## src/rtl/prev_test_core.sv

```systemverilog
// prev_test_core: first-difference stage for a signed sample stream.
// Registers the last sample (prev) and the difference x - prev (diff).
// There is no handshake: one sample is taken on every rising edge of clk,
// and both outputs are valid one clock after their sample.
// Optional feature macro: PREV_TEST_SAT_EN. When it is defined, diff
// saturates on overflow. When it is undefined, diff wraps modulo 2^WIDTH.
module prev_test_core #(
    parameter int WIDTH = 32
) (
    input  logic             clk,
    input  logic             rst,
    input  logic [WIDTH-1:0] x,
    output logic [WIDTH-1:0] prev,
    output logic [WIDTH-1:0] diff
);

    // Raw WIDTH-bit difference against the registered previous sample.
    logic [WIDTH-1:0] raw_diff;
    logic [WIDTH-1:0] next_diff;

`ifdef PREV_TEST_SAT_EN
    logic             ovf;
    logic [WIDTH-1:0] sat_max;
    logic [WIDTH-1:0] sat_min;
`endif

    // Subtract, then optionally clamp when the signed result leaves the range.
    always_comb begin
        raw_diff  = x - prev;
        next_diff = raw_diff;
`ifdef PREV_TEST_SAT_EN
        sat_max = {1'b0, {(WIDTH-1){1'b1}}};
        sat_min = {1'b1, {(WIDTH-1){1'b0}}};
        // Overflow is possible only when the operands have opposite signs.
        // It has occurred when the result sign differs from the sign of x.
        ovf = (x[WIDTH-1] != prev[WIDTH-1]) && (raw_diff[WIDTH-1] != x[WIDTH-1]);
        if (ovf) begin
            next_diff = x[WIDTH-1] ? sat_min : sat_max;
        end
`endif
    end

    // Both outputs are registered. Reset takes priority over sampling x.
    always_ff @(posedge clk) begin
        if (rst) begin
            prev <= '0;
            diff <= '0;
        end else begin
            prev <= x;
            diff <= next_diff;
        end
    end

endmodule

```

## config.mk

```make
export PLATFORM = sky130hd
export DESIGN_NAME = prev_test_core
export DESIGN_NICKNAME = d
export VERILOG_FILES = /design/src/rtl/prev_test_core.sv
export SDC_FILE = /design/constraint.sdc
export NUM_CORES = 1
export LEC_CHECK = 0
export ABC_AREA = 1
export CAP_MARGIN = 10
export CORE_MARGIN = 1
export CORE_UTILIZATION = 55
export DETAILED_ROUTE_END_ITERATION = 7
export PLACE_DENSITY = 0.91
export SLEW_MARGIN = 20
export SYNTH_ARGS = -nofsm -noshare
export SYNTH_HDL_FRONTEND = slang
export SYNTH_SLANG_ARGS = --single-unit
```

## constraint.sdc

```tcl
create_clock -name clk -period 4.6 [get_ports clk]
set_input_delay 0.69 -clock clk [delete_from_list [all_inputs] [get_ports clk]]
set_output_delay 0.69 -clock clk [all_outputs]
set_load 0.02 [all_outputs]
```

Word level (Yosys, flattened, before mapping):

Cells that the tools add are included.

* output and inout bits: 64
* bits in registers: 64
* bits of input ports: 34

* $add $sub $neg: 1

Operators with widths (count)
* 32-bit subtractor: 1

Depth between registers and ports, before layout:

Gate-level depths: netlist of run 1.

* word-level depth: 1
* gate-level depth with buffers: 14

Worst setup path before layout of run 1:

Ideal clock, no wire load.

* path type: input port to flip-flop
* start: input port x[0]
* end: register diff[16]
* library setup time: 0.118 ns
* path buffers: 0
* arrival time: 2.007 ns
* stages: 11
* slack: 2.475 ns
* path through: inv_1 -> ha_1 -> fa_1 -> inv_1 -> nand3_1 -> nand3_1 -> nand2_1 -> a21oi_1 -> nor2_1 -> o21ai_1 -> nor2_1

* word-level cells in the longest chain between the ends: 1

Ends and longest elaborated chain
* from (decl): line 12 `input logic [WIDTH-1:0] x,`
* 32-bit subtractor: line 29 `raw_diff = x - prev;`
* to (signal assigned): line 50 `diff <= next_diff;`
* to (decl): line 14 `output logic [WIDTH-1:0] diff`

Every way passes these cells.
A chain may end at the register's enable or synchronous reset.

Final worst setup path of run 1:

Ends and elaborated chain as after synthesis.

==> results.md, run 1 <==
* CTS tree: yes
* Distinct cells, synth at 30
* Worst vdd ir at 0.182 mV
* Grt met2 use at between 40% and 50%
* Global routing usage on met1 at 35.8%
* Chip Width at approximately 90 µm
* Gr busiest metal: met2
* WP data required at 4.83 ns
* GP Congestion at 0.919
* Total gr overflow at 0
* RR Endpoint: diff[16]
* Worst-path clk slew at approximately 0.07 ns
* Largest net degree at the start of global routing at 37
* Die Ht at ~90 µm
* DP Area at ~5300 µm²
* Vias per cell at 4.83
* MaxCap Viol Count at 0
* Final TNS setup at 0 ns
* Ports at 98
* Pre-antenna DRT Iters at 5
* Die footprint at 8090 µm²
* Slew @ Worst Pin at 0.908 ns
* Initial antenna violation count at 0
* Syn nets at 767
* Setup crit start kind: primary input
* Final core utilization at 75.0%
* Root Buffer: clkbuf_8
* Finish-stage setup viols at 0
* Most frequent cells in the layout: nand2_1, inv_1, clkdlybuf4s50_1
* Fin area at 5530 µm²
* Syn Std Cell Area at approximately 4300 µm²
* Syn-to-layout area delta at 29.8%
* Yosys reg bits at 64
* Layout cells sized above 1 at under 10%
* Unrepaired setup endpoints after global routing: false
* CP endpoint kind: register
* Final #Nets at 870
* Hold-fix buffers, CTS at 0
* Cts bufs inserted at 9
* R2R Setup Slk at 2.63 ns
* Initial Util at between 50% and 60%
* Crit. path cell count at 12
* Relative slew slack at around 39%
* Mapped Cells at 701
* # Post-CTS Setup Buffers at 0
* Static leakage at 3.05 nW
* Slowest-stage cell, CP: clkdlybuf4s50_1
* Post-route ant nets at 0
* Register area share after synthesis at 30.1%
* Final Hold Fails at 0
* Total track usage at 28.5%
* Reg2Reg Launch Point: prev[0]
* Sum of buffers and inverters on the critical path at 3
* Crit-path max cell delay at roughly 0.45 ns
* Worst Hold End: diff[0]
* Number of global-route vias before repair at between 4,000 and 5,000
* Met3 Usage GRT at 4.74%
* Hold Path Depth at 2
* Post-DP HPWL at 8900 µm
* Core Region at ~7400 µm²
* Vias at 4,377
* Outcome: finished clean
* Min Clock Period, post-route at 2.53 ns
* Average cell area after synthesis at 6.07 µm²
* Most common cell after layout, fill and taps aside: nand2_1
* Fmax at 0.395 GHz
* Routed WL per cell at 12.3 µm
* Drt drc at 0
* CTS Sinks at 64
* Max-slew violation count at 0
* P per Cell Area at 307 nW/µm²
* Clock Tree Buf Depth at 2
* CP Cell Sequence: clkdlybuf4s50_1 > inv_1 > ha_1 > fa_1 > inv_1 > nand3_1 > nand3_1 > nand2_1 > a21oi_1 > nor2_1 > o21ai_1 > nor2_1
* Ys flop type: dfxtp_1
* Post_cts resized at 0
* Depth of the most critical reg-to-reg path at 10
* Hold Crit Class: register to register
* Diodes inserted at 0
* Number of H-tree levels at 3
* Synth top area share at 30.1%
* WP data arrival at 2.76 ns
* EDFF count, synth at 0
* Critical path's top delay family: adder cells
* Async set-reset flop share out of synthesis at 0%
* Routed WL at roughly 11,000 µm
* Area leader, netlist: dfxtp_1
* Worst skew pair latency at 0.34 ns
* Number of buffers added on ports at 97
* Worst Skew at approximately 0.0092 ns
* Initial DRC count at 252
* Crit path max fanout at 4
* First-pass GRT wire length at 18,500 µm
* # rows at 31
* Area contributors post-synth: dfxtp_1, nand2_1, inv_1
* Critical path class: primary input to register
* Tcrit/Tclk final at 55.0%
* Yosys warnings at 0
* Min-delay src: prev[0]
==> synthesized netlist by cell type (3+ instances only) <==
library cell and number:
nor3_2 3, inv_1 167, nand3_2 6, nor3_1 3, nand3_1 21, nand4_1 5, a21oi_1 38, and2_1 8
o21ai_0 10, buf_1 3, dfxtp_1 64, nor2_1 89, nor2_2 5, inv_2 8, nand2_1 209, ha_1 31
nand2_2 13
==> state kept, by name, summed over array words and instances (netlist names) <==
name and flops:
diff 32, prev 32
==> worst register-to-register path: cells and delay by family, from the launching register on <==
kind / cells / cell delay [ns]
DFF: 1 / 0.32
AOI/OAI and AO/OA: 2 / 0.32
adders and majority gates: 2 / 0.62
and+or+nand+nor: 5 / 0.50
buffers and inverters: 1 / 0.11
==> routing by layer <==
layer	vias to the layer above	share of wire [%]
met5	-	0
met4	0	2.6
met3	22	5.5
met2	129	46
met1	1943	46
li1	2283	-
==> how the worst max path moves through the flow <==
stage	slack, ns	from	endpoint
global placement	1.84	x[0]	diff[16]
detailed placement	1.76	x[0]	diff[16]
global route	1.93	x[0]	diff[20]
floorplan	2.48	x[0]	diff[16]
CTS	2.12	x[0]	diff[24]
finish	2.07	x[0]	diff[16]
==> cells by family after synthesis <==
logic type,Yosys count,share of synthesized area [%]
XOR/XNOR,1,0.206
AND/OR/NAND/NOR,365,36.4
adder cells (fa/ha/maj),32,9.58
buffers and inverters,182,16.3
flip-flops,64,30.1
AO/OA/AOI/OAI,57,7.32
==> power by group <==
| part | switching [mW] | internal, mW |
|---|---|---|
| registers | 0.0188 | 0.603 |
| logic | 0.337 | 0.224 |
| clock network | 0.214 | 0.301 |
==> metrics by stage <==
step	power (mW)	setup WS, ns	instances	hold slack [ns]
4_1_cts	1.70	2.12	907	0.541
3_5_place_dp	1.19	1.76	892	0.517
6_report	1.70	2.07	907	0.542
2_1_floorplan	0.978	2.48	701	0.654
3_3_place_gp	1.17	1.84	892	0.528
5_1_grt	1.79	1.93	907	0.580
==> layout make-up <==
type | count | area (µm²)
inverters | 176 | 661
clock buffers | 11 | 131
fillers | 585 | 1840
repair buffers | 98 | 978
clock inverters | 4 | 70.1
flip-flops and latches | 64 | 1280
multi-input cells | 455 | 2280
well taps | 99 | 124
(Power assumes the default switching activity.)
==> run 2: changes to the inputs <==
CORE_UTILIZATION = 51   (was 55)
PLACE_DENSITY = 0.85   (was 0.91)
clock period = 2.6 ns   (was 4.6 ns; I/O delays follow)
==> results.md, run 2 (same netlist as run 1, synthesis figures left out) <==
* First-pass GRT wire length at 18,500 µm (-0.30%)
* Unrepaired setup endpoints after global routing: false
* Combinational group share of total power at 32.4% (-0.6 points)
* Clock Tree Buf Depth at 2 (unchanged)
* Worst-path clk slew at 0.07 ns (about the same)
* MaxCap Viol Count at 0 (unchanged)
* Syn-to-layout area delta at 30.7%
* Switching part of the total at 33.1% (-0.47 points)
* Outcome: finished clean
* Pre-CTS WS at 0.0528 ns (-1.71 ns)
* WP data arrival at 2.51 ns (-0.25 ns)
* Max-slew violation count at 0 (unchanged)
* Fmax at roughly 0.44 GHz
* CTS tree: yes
* Static leakage at 3.07 nW (+0.62%)
* Setup crit start kind: primary input
* Chip Width at 93.4 µm (+3.8%)
* Ports at 98 (unchanged)
* Final Hold Fails at 0 (unchanged)
* Post-route ant nets at 0 (unchanged)
* Fin worst setup slack at 0.330 ns (-1.74 ns)
* Most common cell after layout, fill and taps aside: nand2_1
* Finish-stage setup viols at 0 (unchanged)
* Min Clock Period, post-route at 2.27 ns
* # rows at 32 (+3.2%)
* Die footprint at 8720 µm² (+7.7%)
* Register share of total power at 35.8% (-0.8 points)
* Core Region at 7890 µm² (+7.0%)
* Worst Skew at 0.0141 ns (+0.00490 ns)
* Vias per cell at 4.78 (-0.91%)
* GP Congestion at 0.844 (-8.1%)
* Final TNS setup at 0 ns (unchanged)
* Worst vdd ir at 0.302 mV (+66%)
* Pre-antenna DRT Iters at 5 (unchanged)
* Initial Util at 54.0% (-3.8 points)
* Number of buffers added on ports at 97 (unchanged)
* Vias at 4,361 (-0.37%)
* WP data required at 2.84 ns (-1.99 ns)
* Final #Nets at 872 (+0.23%)
* Switching power at 1.01 mW (+78%)
* Routed WL per cell at 12.3 µm (+0.10%)
* Top Registers: diff x32, prev x32
* Tcrit/Tclk final at 87.3%
* Die Ht at 93.4 µm (+3.8%)
* Slew @ Worst Pin at 0.331 ns (-0.577 ns)
* Hold Crit Class: register to register
* Routed WL at 11,200 µm (+0.65%)
* Total track usage at 27.3% (-1.2 points)
* Initial antenna violation count at 0 (unchanged)
* Number of global-route vias before repair at 4,111 (-0.27%)
* Root Buffer: clkbuf_8
* Fillers at 701 (+20%)
* Number of H-tree levels at 3 (unchanged)
* Layout cells sized above 1 at 6.91% (+0.35 points)
* Drt drc at 0 (unchanged)
* CP endpoint kind: register
* P per Cell Area at 551 nW/µm² (+79%)
* Relative slew slack at 77.9% (+39 points)
* Total gr overflow at 0 (unchanged)
* Internal power at 2.05 mW (+82%)
* Initial DRC count at 202 (-20%)
* Clk pwr share at 31.8% (+1.5 points)
* CTS Sinks at 64 (unchanged)
* # Post-CTS Setup Buffers at 0 (unchanged)
* Post_cts resized at 0 (unchanged)
* Largest net degree at the start of global routing at 29 (-22%)
* Diodes inserted at 0 (unchanged)
* Worst skew pair latency at 0.35 ns (about the same)
* Post-DP HPWL at 9090 µm (+2.1%)
* Critical path class: primary input to register
* Hold-fix buffers, CTS at 0 (unchanged)
* Crit path max fanout at 4 (unchanged)
* Cts bufs inserted at 9 (unchanged)
* Most frequent cells in the layout: nand2_1, inv_1, clkdlybuf4s50_1
[run 2: path summary, 6_finish.rpt]
path,from,end,slack (ns),cells past startpoint
hold reg to reg,prev[0],diff[0],0.53,2
hold / removal,prev[0],diff[0],0.53,2
setup / recovery,x[0],diff[24],0.33,14
setup reg to reg,prev[0],diff[24],0.59,12
[run 2: layout make-up]
| cell class | instances | area, µm² | share of cell area (%) |
|---|---|---|---|
| multi-input cells | 455 | 2280 | 41.0 |
| flip-flops and latches | 64 | 1280 | 23.0 |
| repair buffers | 100 | 993 | 17.9 |
| inverters | 176 | 661 | 11.9 |
| clock buffers | 12 | 155 | 2.79 |
| well taps | 102 | 128 | 2.29 |
| clock inverters | 3 | 65.1 | 1.17 |
[run 2: layer usage]
| metal | GRT usage, % | share of wire [%] | vias up |
|---|---|---|---|
| met1 | 35.8 | 48 | 1932 |
| met2 | 45.6 | 45 | 117 |
| li1 | - | - | 2294 |
| met5 | 0 | 0 | - |
| met4 | 8.21 | 1.7 | 0 |
| met3 | 4.63 | 5.2 | 18 |
[run 2: critical path: stages]
cell             delay (ns)
clkdlybuf4s50_1        0.45
inv_1                  0.05
ha_1                   0.21
fa_1                   0.42
inv_1                  0.12
nand3_1                0.09
nand3_1                0.20
nand2_1                0.13
nand2_1                0.13
nand2_1                0.08
nand3_1                0.09
nand2_1                0.05
inv_1                  0.05
nor2_1                 0.04
[run 2: power groups by stage]
stage               combinational [mW]  clock, mW  sequential, mW
global placement                 0.968          0            1.12
detailed placement               0.981          0            1.12
floorplan                        0.505          0            1.23
CTS                              0.989      0.982            1.10
global route                      1.10       1.02            1.11
finish                           0.993      0.973            1.10
[run 2: stage by stage]
stage | hold WS, ns | instances | util [%] | power (mW) | instance area (µm²)
finish | 0.530 | 912 | 70.5 | 3.06 | 5560
global placement | 0.523 | 897 | 67.7 | 2.09 | 5340
CTS | 0.538 | 912 | 70.5 | 3.07 | 5560
detailed placement | 0.527 | 897 | 67.7 | 2.10 | 5340
floorplan | 0.497 | 701 | - | 1.73 | 4260
global route | 0.584 | 912 | 70.5 | 3.23 | 5560
